**src/rtl/la_cmd_ctrl.sv**
```systemverilog
// -----------------------------------------------------------------------------
// la_cmd_ctrl -- logic-analyser command controller
//
// Decodes single-byte commands from a UART receiver and drives the capture
// engine, the trigger registers, the capture-memory read port and the UART
// transmitter.
//
//   Opcode  Command     Action (only from IDLE unless noted)
//   0xFF    RESET       any state except GET_ARG: soft_rst pulse, full reset
//   0x01    ARM         arm=1, clear done_flag, wait for capture_done
//   0x02    SET_MASK    next byte -> trig_mask
//   0x03    SET_VALUE   next byte -> trig_value
//   0x04    DUMP        stream all DEPTH memory bytes, ascending address
//   0x05    STATUS      send {6'b0, done_flag, arm}
//   other               ignored
//
// Parameters
//   ADDR_W        capture-memory address width, DEPTH = 2**ADDR_W bytes
//
// Ports
//   clk           sole clock, rising edge
//   rst_n         asynchronous active-low reset
//   rx_data_fresh one-cycle strobe, rx_data holds a new byte
//   rx_data       received command / argument byte
//   tx_busy       UART transmitter busy
//   capture_done  one-cycle pulse, capture memory is full
//   mem_rd_data   capture-memory read data, valid 1 cycle after mem_rd_en
//   soft_rst      one-cycle system soft-reset pulse
//   arm           capture engine armed (level)
//   trig_mask     trigger mask register
//   trig_value    trigger compare-value register
//   mem_rd_en     capture-memory read strobe
//   mem_rd_addr   capture-memory read address
//   tx_start      one-cycle pulse, launch transmission of tx_data
//   tx_data       byte to transmit, valid while tx_start=1
// -----------------------------------------------------------------------------
module la_cmd_ctrl #(
  parameter int ADDR_W = 10
) (
  input  logic              clk,
  input  logic              rst_n,
  input  logic              rx_data_fresh,
  input  logic [7:0]        rx_data,
  input  logic              tx_busy,
  input  logic              capture_done,
  input  logic [7:0]        mem_rd_data,
  output logic              soft_rst,
  output logic              arm,
  output logic [7:0]        trig_mask,
  output logic [7:0]        trig_value,
  output logic              mem_rd_en,
  output logic [ADDR_W-1:0] mem_rd_addr,
  output logic              tx_start,
  output logic [7:0]        tx_data
);

  localparam logic [7:0] OP_RESET     = 8'hFF;
  localparam logic [7:0] OP_ARM       = 8'h01;
  localparam logic [7:0] OP_SET_MASK  = 8'h02;
  localparam logic [7:0] OP_SET_VALUE = 8'h03;
  localparam logic [7:0] OP_DUMP      = 8'h04;
  localparam logic [7:0] OP_STATUS    = 8'h05;

  // Highest memory address (DEPTH-1): the last byte of a dump.
  localparam logic [ADDR_W-1:0] LAST_ADDR = {ADDR_W{1'b1}};

  typedef enum logic [2:0] {
    S_IDLE,
    S_GET_ARG,
    S_ARMED,
    S_DUMP_RD,
    S_DUMP_TX,
    S_DUMP_WAIT,
    S_STAT_TX,
    S_STAT_WAIT
  } state_t;

  state_t            state, state_n;
  logic              done_flag, done_flag_n;
  logic              arg_is_mask, arg_is_mask_n;   // which register GET_ARG writes
  logic              rd_first, rd_first_n;         // first DUMP_TX cycle: mem_rd_data valid
  logic              soft_rst_n;
  logic              arm_n;
  logic [7:0]        trig_mask_n, trig_value_n;
  logic              mem_rd_en_n;
  logic [ADDR_W-1:0] mem_rd_addr_n;
  logic              tx_start_n;
  logic [7:0]        tx_data_n;

  logic reset_cmd;
  logic tx_idle;

  // A 0xFF is a RESET everywhere except where it is the argument byte.
  assign reset_cmd = rx_data_fresh && (rx_data == OP_RESET) && (state != S_GET_ARG);

  // tx_busy is not trusted in the cycle tx_start is high: the transmitter
  // has not yet had the chance to raise it.
  assign tx_idle = !tx_start && !tx_busy;

  // ---------------------------------------------------------------------------
  // Next-state and output logic
  // ---------------------------------------------------------------------------
  always_comb begin
    // NOTE: every signal gets a default before any branch; without it a
    // path that skips an assignment would infer a latch.
    state_n       = state;
    done_flag_n   = done_flag;
    arg_is_mask_n = arg_is_mask;
    rd_first_n    = 1'b0;
    soft_rst_n    = 1'b0;
    arm_n         = arm;
    trig_mask_n   = trig_mask;
    trig_value_n  = trig_value;
    mem_rd_en_n   = 1'b0;
    mem_rd_addr_n = mem_rd_addr;
    tx_start_n    = 1'b0;
    tx_data_n     = tx_data;

    if (reset_cmd) begin
      // Abort everything in progress and return every register to reset.
      state_n       = S_IDLE;
      soft_rst_n    = 1'b1;
      done_flag_n   = 1'b0;
      arg_is_mask_n = 1'b0;
      arm_n         = 1'b0;
      trig_mask_n   = 8'h00;
      trig_value_n  = 8'h00;
      mem_rd_addr_n = '0;
      tx_data_n     = 8'h00;
    end else begin
      unique case (state)
        S_IDLE: begin
          if (rx_data_fresh) begin
            unique case (rx_data)
              OP_ARM: begin
                arm_n       = 1'b1;
                done_flag_n = 1'b0;
                state_n     = S_ARMED;
              end
              OP_SET_MASK: begin
                arg_is_mask_n = 1'b1;
                state_n       = S_GET_ARG;
              end
              OP_SET_VALUE: begin
                arg_is_mask_n = 1'b0;
                state_n       = S_GET_ARG;
              end
              OP_DUMP: begin
                mem_rd_addr_n = '0;
                mem_rd_en_n   = 1'b1;
                state_n       = S_DUMP_RD;
              end
              OP_STATUS: state_n = S_STAT_TX;
              default: ;
            endcase
          end
        end

        S_GET_ARG: begin
          if (rx_data_fresh) begin
            if (arg_is_mask) trig_mask_n  = rx_data;
            else             trig_value_n = rx_data;
            state_n = S_IDLE;
          end
        end

        S_ARMED: begin
          // A non-RESET byte arriving together with capture_done does not
          // block the capture completion.
          if (capture_done) begin
            arm_n       = 1'b0;
            done_flag_n = 1'b1;
            state_n     = S_IDLE;
          end
        end

        // mem_rd_en is high during this cycle; data appears next cycle.
        S_DUMP_RD: begin
          rd_first_n = 1'b1;
          state_n    = S_DUMP_TX;
        end

        S_DUMP_TX: begin
          if (!tx_busy) begin
            tx_start_n = 1'b1;
            tx_data_n  = rd_first ? mem_rd_data : tx_data;
            state_n    = S_DUMP_WAIT;
          end else if (rd_first) begin
            // Transmitter still busy: hold the read byte until it frees up.
            tx_data_n = mem_rd_data;
          end
        end

        S_DUMP_WAIT: begin
          if (tx_idle) begin
            if (mem_rd_addr == LAST_ADDR) begin
              mem_rd_addr_n = '0;
              state_n       = S_IDLE;
            end else begin
              mem_rd_addr_n = mem_rd_addr + ADDR_W'(1);
              mem_rd_en_n   = 1'b1;
              state_n       = S_DUMP_RD;
            end
          end
        end

        S_STAT_TX: begin
          if (!tx_busy) begin
            tx_start_n = 1'b1;
            tx_data_n  = {6'b0, done_flag, arm};
            state_n    = S_STAT_WAIT;
          end
        end

        S_STAT_WAIT: begin
          if (tx_idle) state_n = S_IDLE;
        end

        default: state_n = S_IDLE;
      endcase
    end
  end

  // ---------------------------------------------------------------------------
  // State and output registers
  // ---------------------------------------------------------------------------
  always_ff @(posedge clk or negedge rst_n) begin
    if (!rst_n) begin
      state       <= S_IDLE;
      done_flag   <= 1'b0;
      arg_is_mask <= 1'b0;
      rd_first    <= 1'b0;
      soft_rst    <= 1'b0;
      arm         <= 1'b0;
      trig_mask   <= 8'h00;
      trig_value  <= 8'h00;
      mem_rd_en   <= 1'b0;
      mem_rd_addr <= '0;
      tx_start    <= 1'b0;
      tx_data     <= 8'h00;
    end else begin
      // NOTE: non-blocking assignments so every register samples the values
      // from before this edge, independent of statement order.
      state       <= state_n;
      done_flag   <= done_flag_n;
      arg_is_mask <= arg_is_mask_n;
      rd_first    <= rd_first_n;
      soft_rst    <= soft_rst_n;
      arm         <= arm_n;
      trig_mask   <= trig_mask_n;
      trig_value  <= trig_value_n;
      mem_rd_en   <= mem_rd_en_n;
      mem_rd_addr <= mem_rd_addr_n;
      tx_start    <= tx_start_n;
      tx_data     <= tx_data_n;
    end
  end

endmodule

```
**config.mk**
```make
export PLATFORM = sky130hd
export DESIGN_NAME = la_cmd_ctrl
export DESIGN_NICKNAME = d
export VERILOG_FILES = /design/src/rtl/la_cmd_ctrl.sv
export SDC_FILE = /design/constraint.sdc
export NUM_CORES = 1
export LEC_CHECK = 0
export ABC_AREA = 1
export BUFFER_PORTS_ARGS = -buffer_cell sky130_fd_sc_hd__buf_2
export CAP_MARGIN = 15
export CORE_MARGIN = 4
export CORE_UTILIZATION = 38
export CTS_CLUSTER_SIZE = 10
export DETAILED_ROUTE_END_ITERATION = 8
export PLACE_DENSITY_LB_ADDON = 0.25
export SYNTH_ARGS = -nofsm -noshare
export SYNTH_HDL_FRONTEND = slang
export SYNTH_SLANG_ARGS = --single-unit
```
**constraint.sdc**
```tcl
create_clock -name clk -period 2 [get_ports clk]
set_clock_uncertainty 0.05 [all_clocks]
set_input_delay 0.1 -clock clk [delete_from_list [all_inputs] [get_ports clk]]
set_output_delay 0.1 -clock clk [all_outputs]
set_load 0.02 [all_outputs]
```
# Yosys cells after proc, flatten, opt, wreduce, memory -nomap -nowiden
# Cells that the tools add are included.
[op_classes]
add_sub_neg = 1
eq_ne = 27
muxes = 55
reduce_logical = 23
[ops]
columns = ["cell", "count"]
rows = [
  ["$mux W8", 11],
  ["$mux W10", 5],
  ["$mux W3", 8],
  ["$ne A3 B3 Y1 const B", 8],
  ["$pmux W3 S8", 1],
  ["$mux W1", 22],
  ["$pmux W10 S2", 1],
  ["$eq A8 B2 Y1 const B", 2],
  ["$eq A8 B3 Y1 const B", 2],
  ["$pmux W8 S2", 1],
  ["$eq A3 B3 Y1 const B", 4],
  ["$pmux W3 S4", 1],
  ["$reduce_and A3 Y1", 4],
  ["$reduce_bool A3 Y1", 4],
  ["$add A10 B1 Y10 const B", 1],
  ["$eq A10 B10 Y1 const B", 1],
  ["$eq A8 B1 Y1 const B", 1],
  ["$eq A8 B8 Y1 const B", 1],
  ["$pmux W1 S2", 4],
  ["$reduce_and A4 Y1", 2],
  ["$reduce_and A8 Y1", 1],
  ["$reduce_bool A2 Y1", 4],
  ["$eq A3 B2 Y1 const B", 2],
  ["$ne A3 B2 Y1 const B", 2],
  ["9 further kinds", 13],
]
[totals]
regBits = 44
inputBits = 21
output_inout_bits = 38
elab_cells = 118

# Depth between registers and ports, before layout
# Gate-level depths: netlist of the first run.
[depth]
word_depth = 6
depth_mapped = 11
mapped_depth_nobuf = 10

# Least setup slack after synthesis of the first run
# Ideal clock, no wire load.
[synth_path]
path_kind = "flip-flop to flip-flop"
startpoint = "reg mem_rd_addr[0]"
endpoint = "reg state[0]"
setup_ps = 117
t_arrival_ps = 1452
required_ps = 1833
path_slack_ps = 382
stages_incl_launch_ff = 11
n_path_buf = 0
synth_period_minus_slack_ps = 1618
cell_sequence = "dfrtp_1 ha_1 nand2_1 nor2_1 nand3_1 nand2_1 nor2_1 nor2_1 nand2_1 nand3_1 nand2_1"
[synth_between]
elab_chain_cells = 5
[synth_rtl]
columns = ["item", "line", "rtl"]
rows = [
  ["from (decl)", "52", "output logic [ADDR_W-1:0] mem_rd_addr,"],
  ["from (signal assigned)", "253", "mem_rd_addr <= mem_rd_addr_n;"],
  ["$eq A10 B10 Y1", "196", "if (mem_rd_addr == LAST_ADDR) begin"],
  ["$mux W2", "196", ""],
  ["$mux W3", "195", "if (tx_idle) begin"],
  ["$pmux W3 S8", "131", "unique case (state)"],
  ["$mux W3", "119", "if (reset_cmd) begin"],
  ["to (signal assigned)", "244", "state <= state_n;"],
  ["to (decl)", "78", "state_t state, state_n;"],
]
# No other way between the ends. The select of a mux whose other input is x is not followed.
# A chain may end at the register's enable or synchronous reset.

# Final worst setup path of the first run
[layout_path]
startpoint = "reg state[1]"
endpoint = "reg state[0]"
[layout_between]
elab_chain_cells = 4
elab_cells_between_ends = 21
cone_classes = "eq/ne (16); mux (2); reduce/logical (3)"
[layout_rtl]
columns = ["item", "line", "rtl"]
rows = [
  ["$ne A3 B1 Y1", "94", "assign reset_cmd = rx_data_fresh && (rx_data == OP_RESET) && (state != S_GET_ARG);"],
  ["$logic_and A1 B1 Y1", "94", ""],
  ["$ne A6 B3 Y1 (no source line) / $ne A3 B3 Y1 (equally long branches)", "n/a", ""],
  ["$reduce_and A8 Y1 (no source line)", "n/a", ""],
]
# Parallel ways exist; a longest one is shown, timed or not.

==> results of run 1 <==
==> registers in the layout, summed over array words and instances, names as in the netlist <==
register and cells:
arm 1, trig_mask 8, tx_data 8, done_flag 1
mem_rd_en 1, trig_value 8, tx_start 1, rd_first 1
state 3, soft_rst 1, arg_is_mask 1, mem_rd_addr 10
==> area by class of cell <==
class	instances	area (um2)	share of cell area
timing repair buffer	85	513.0	0.1668
inverter	29	108.9	0.03539
tap	75	93.84	0.03051
multi-input combinational	243	1141	0.3710
clock inverter	3	46.29	0.01505
clock buffer	5	68.82	0.02238
sequential	44	1104	0.3588
==> per-stage QoR <==
step                      worst slack [ns]    TNS, ns
after global routing             -0.008614  -0.008614
after detailed placement           0.02596          0
final                               0.2128          0
after floorplan                     0.3816          0
after global placement              0.1076          0
after CTS                          0.01380          0
==> cell usage in the layout (no fill, tap or decap) <==
master | synthesis | routed
mux2i_1 | 2 | 2
nor2_4 | 2 | 3
nor3_2 | 1 | 1
inv_2 | 1 | 1
buf_2 | 2 | 58
nor2_2 | 5 | 4
nor2_1 | 34 | 34
nand4_1 | 5 | 5
o21ai_0 | 27 | 27
nor3_4 | 1 | 1
dlygate4sd3_1 | 0 | 8
clkinvlp_4 | 0 | 1
o21ai_2 | 2 | 2
nand3_1 | 41 | 41
a21oi_1 | 2 | 2
dfrtp_1 | 44 | 42
bufinv_16 | 0 | 1
or2_1 | 1 | 1
dfrtp_2 | 0 | 2
o21ai_1 | 3 | 3
or2_2 | 1 | 1
buf_4 | 0 | 19
o21bai_1 | 2 | 2
inv_6 | 0 | 1
nor3_1 | 7 | 7
nand2_1 | 103 | 103
ha_1 | 1 | 1
o211ai_2 | 1 | 1
nand3_2 | 2 | 2
clkbuf_8 | 0 | 5
inv_1 | 28 | 28
==> report_power, final <==
part | switching, mW | internal [mW]
clock | 0.318 | 0.376
sequential | 0.201 | 1.18
combinational | 0.997 | 0.580
==> path summary, 6_finish.rpt <==
path / endpoint / slack [ns] / cells after the start
max reg2reg: state[0]$_DFFE_PN0P_ / 0.21 / 10
min in group asynchronous: trig_mask[7]$_DFFE_PN0P_ / 0.35 / 3
min reg2reg: trig_mask[4]$_DFFE_PN0P_ / 0.44 / 2
max in group asynchronous: state[0]$_DFFE_PN0P_ / 1.15 / 3
min: trig_value[6]$_DFFE_PN0P_ / 0.05 / 3
max: state[0]$_DFFE_PN0P_ / 0.21 / 10
==> cells by family after synthesis <==
kind of cell	Yosys count	share of synthesized area
AOI/OAI and AO/OA	37	0.08480
adders and majority gates	1	0.005170
buffers and inverters	38	0.07549
DFF	44	0.4550
muxes	2	0.008273
and+or+nand+nor	203	0.3713
==> worst min-delay path, cell delays in order <==
cell and delay [ns]:
buf_2 0.11, nand2_1 0.07, o21ai_0 0.07
==> timing repair <==
action / CTS / global route
hold buffers: 8 / 0
hold endpoints to repair: 51 / 0
gates resized for setup: 0 / 3
buffers inserted: 0 / 3
setup endpoints to repair: 0 / 11
==> per-layer routing <==
metal | global-route usage | share of wire | vias up
li1 | - | - | 1223
met1 | 0.2208 | 0.45 | 1102
met2 | 0.2877 | 0.48 | 67
met3 | 0.04045 | 0.059 | 7
met4 | 0.04881 | 0.012 | 0
met5 | 0 | 0 | -
==> results.cfg, run 1 <==
[layout]
n_fill_cell = 622
drive_gt1_frac = 0.2518
syn_to_final_growth_pct = 27.09
n_antenna_cell = 0
fin_area_um2 = 3075
fin_nets = 430
final_cells = 484
post-route-util = 0.5074

[sta]
hold_viol = 0
period_share = 0.8936
period_minus_slack_ns = 1.787
slew_headroom = 0.6366
finalMaxSlewViolations = 0
worst_pin_slew_ns = 0.5451
hold-worst-slack_ns = 0.04676
setup_violations = 0
fmaxAchievable_mhz = 559.5

[critical_path]
crit_family = simple AND/OR/NAND/NOR gates
startpoint = state[1]$_DFFE_PN0P_
worstPathArrival_ns = 1.93
cp_common_cell = nand2_1
reg2reg_from = state[1]$_DFFE_PN0P_
cp-start-kind = flip-flop
crit_buf_inv = 2
slowest_stage = dfrtp_1
slowest_delay_ns = 0.44
end_kind = flip-flop
cp_max_fo = 14
crit_required_ns = 2.14
cp_cell_sequence = inv_1, nand3_2, nand3_2, buf_4, nand3_1, nand2_1, nor2_2, nand2_1, nand2_1, nand2_1
critPathKind = flip-flop to flip-flop

[yosys]
ys_warn_count = 0
async_flop_share = 1.000
yosysTopAreaCell = dfrtp_1
yosys-top-cells-count = 103 x nand2_1, 44 x dfrtp_1, 41 x nand3_1
synth_edf_count = 0
synth_nets = 347
synth.yosys.seq_area_share = 0.4550
synthTopCellsByArea = dfrtp_1 46%, nand2_1 16%, nand3_1 8.5%
syn_inst = 325
post-synth-top-count-cell = nand2_1
yosys.cell_types.count = 26
synth.ff_latch_count = 44
syn_area_um2 = 2420
synth.avg_cell_area_um2 = 7.446
synth_top_cell_area_share = 0.4550
synthFlopType = dfrtp_1

[routing]
ant_nets = 0
wl_mm = 5.954
route.vias.total = 2399
drc = 0
wl_per_cell_um = 12.30
vias_per_cell = 4.957
first_pass_iters = 4
drt_iter0_drc = 117

[placement]
dp.cells = 465
dpl-instance-area_um2 = 2850
hpwl_mm = 4.533
gp_congestion = 0.8771
numPortBuffers = 58

[die]
start_util = 0.3993
dieWidth_um = 87.80
die_h_um = 87.80
dieArea_um2 = 7709
io_pins = 59
rows = 28
core_um2 = 6061

[cts]
cts.path.max_buffers = 2
root_buffer = clkbuf_8
htreeDepth = 2
cts_tree = built
clock_latency_ns = 0.30
cts_buffers = 5
clkTransAtPathRegs_ns = 0.09
clock-sinks = 44

[hold_path]
min_from = rx_data[6]
min_path_type = primary input to flip-flop

[global_routing]
antenna_found_initial = 0
grt_max_degree = 45
grt_overflow = 0
grtUsageTotal = 0.1714
grt_pass1_vias = 2332
grt_pass1_wl_mm = 10.64

[power_and_ir_drop]
leakagePower_nw = 1.660
ir_worst_vdd_v = 0.0006125
fin_total_pwr_mw = 3.649
p_per_area_nw_per_um2 = 1187

[outcome]
status = finished clean

[run]
drv_cap = 0
No activity file was read; power rests on OpenSTA's default activity.
==> inputs of run 2 (changes only) <==
Settings changed: CORE_MARGIN 4 to unset, CORE_UTILIZATION 38 to 53.
==> run 2 against run 1 <==
  * Via count hardly changed
  * Critical path depth down 1
  * Fmax decreased by 0.62%
  * Hold slack got worse by 0.021 ns
  * Total power shrank 4.3%
  * Non-clock buffer count fell by 6
  * Flip-flop and latch count stayed put
  * Count of clock-buffer cells in the layout increased by 2
  * Die area shrank 37%
==> results.cfg, run 2 (synthesis gave the netlist of run 1 again) <==
[outcome]
status = finished clean

[power_and_ir_drop]
leakagePower_nw = 1.627
ir_worst_vdd_v = 0.0007122
fin_total_pwr_mw = 3.492
p_per_area_nw_per_um2 = 1170

[cts]
clock_latency_ns = 0.30
cts.path.max_buffers = 2
clock-sinks = 44
cts_setup_buffers = 0
cts_buffers = 5
root_buffer = clkbuf_8
htreeDepth = 2
cts_resized = 0
clkTransAtPathRegs_ns = 0.08
cts_tree = built

[global_routing]
grt_overflow = 0
grtUsageTotal = 0.2540
grt_pass1_wl_mm = 9.860
grt_pass1_vias = 2333
antenna_found_initial = 0
grt_max_degree = 24

[placement]
gp_congestion = 0.9219
dpl-instance-area_um2 = 2811
hpwl_mm = 4.169
numPortBuffers = 58
place_ws_ns = 0.2422
dp.cells = 439

[layout]
drive_gt1_frac = 0.2333
fin_area_um2 = 2985
final_common_cell = nand2_1
n_antenna_cell = 0
n_fill_cell = 370
post-route-util = 0.6809
layout_common_cells = 103 x nand2_1, 58 x buf_2, 44 x dfrtp_1, 41 x nand3_1, 34 x nor2_1
regMostFlops = mem_rd_addr
syn_to_final_growth_pct = 23.37
final_cells = 455
largest_register_ffs = 10
fin_nets = 424
multiInputGateArea_um2 = 1136
seqCellArea_um2 = 1101

[routing]
dr_wl_met2_mm = 2.791
route.met3.wl_um = 373
route.vias.total = 2398
drc = 0
first_pass_iters = 5
wl_mm = 5.649
wl_per_cell_um = 12.42
vias_per_cell = 5.270
top_layer = met4
wl_met1_mm = 2.440
drt_iter0_drc = 195
ant_nets = 0

[die]
core_um2 = 4384
io_pins = 59
die_h_um = 69.57
dieWidth_um = 69.57
start_util = 0.5519
rows = 24
dieArea_um2 = 4840

[sta]
period_minus_slack_ns = 1.798
setup_violations = 0
hold_viol = 0
layout_setup_ws_ns = 0.2016
fin_setup_tns_ns = 0
period_share = 0.8992
fmaxAchievable_mhz = 556.1
rsz0062_at_grt = false
slew_headroom = 0.6403
worst_pin_slew_ns = 0.5395
finalMaxSlewViolations = 0
hold-worst-slack_ns = 0.02544

[critical_path]
end_kind = flip-flop
cp_cell_sequence = buf_4, nor3_4, inv_1, or2_1, nand2_1, nor2_2, buf_4, nand3_1, nand2_1
crit_required_ns = 2.15
reg2reg_to = mem_rd_addr[8]$_DFFE_PN0P_
critPathKind = flip-flop to flip-flop
cp-start-kind = flip-flop
reg2reg_slack_ns = 0.20
reg2reg_depth = 9
crit_buf_inv = 3
cp_max_fo = 12
reg2reg_from = state[2]$_DFFE_PN0P_
slowest_delay_ns = 0.40
worstPathArrival_ns = 1.94
slowest_stage = dfrtp_1
crit_family = simple AND/OR/NAND/NOR gates

[hold_path]
min_from = mem_rd_data[1]
holdPathEnd = tx_data[1]$_DFFE_PN0P_
min_path_type = primary input to flip-flop
hold_depth = 3

[run]
drv_cap = 0
==> run 2: final cells by class <==
type,count,area share
Clock buffer,7,0.02892
Timing Repair Buffer,79,0.1609
Inverter,29,0.03646
Sequential cell,44,0.3688
Tap cell,52,0.02179
Multi-Input combinational cell,243,0.3806
Clock inverter,1,0.002515
==> run 2: worst register-to-register path: stages, from the launching register on <==
cell and delay [ns]:
dfrtp_1 0.40, buf_4 0.17, nor3_4 0.25, inv_1 0.12
or2_1 0.25, nand2_1 0.09, nor2_2 0.04, buf_4 0.17
nand3_1 0.09, nand2_1 0.06
==> run 2: worst max path at each step <==
stage	start	to	slack (ns)	cells past startpoint
CTS	state[2]$_DFFE_PN0P_	mem_rd_addr[8]$_DFFE_PN0P_	0.22	9
finish	state[2]$_DFFE_PN0P_	mem_rd_addr[8]$_DFFE_PN0P_	0.20	9
global route	state[1]$_DFFE_PN0P_	mem_rd_addr[0]$_DFFE_PN0P_	0.06	9
detailed placement	state[2]$_DFFE_PN0P_	mem_rd_addr[8]$_DFFE_PN0P_	0.24	9
floorplan	mem_rd_addr[0]$_DFFE_PN0P_	state[0]$_DFFE_PN0P_	0.38	10
global placement	state[1]$_DFFE_PN0P_	mem_rd_addr[8]$_DFFE_PN0P_	0.27	8
==> run 2: routing by layer <==
metal,vias up,GRT usage
li1,1206,-
met1,1098,0.3030
met2,90,0.4326
met3,4,0.06250
met4,0,0.1134
met5,-,0
==> run 2: repair_timing <==
| action | CTS | global route |
|---|---|---|
| endpoints found under the setup margin | 0 | 0 |
| hold buffers | 8 | 0 |
| endpoints found under the hold margin | 29 | 0 |
==> run 2: where the power goes <==
part           total, mW  switching, mW  leakage [nW]  internal (mW)
registers           1.35          0.174         0.580           1.17
clock network      0.592          0.311        0.0445          0.281
logic               1.55           1.02          1.00          0.537
total               3.49           1.50          1.63           1.99
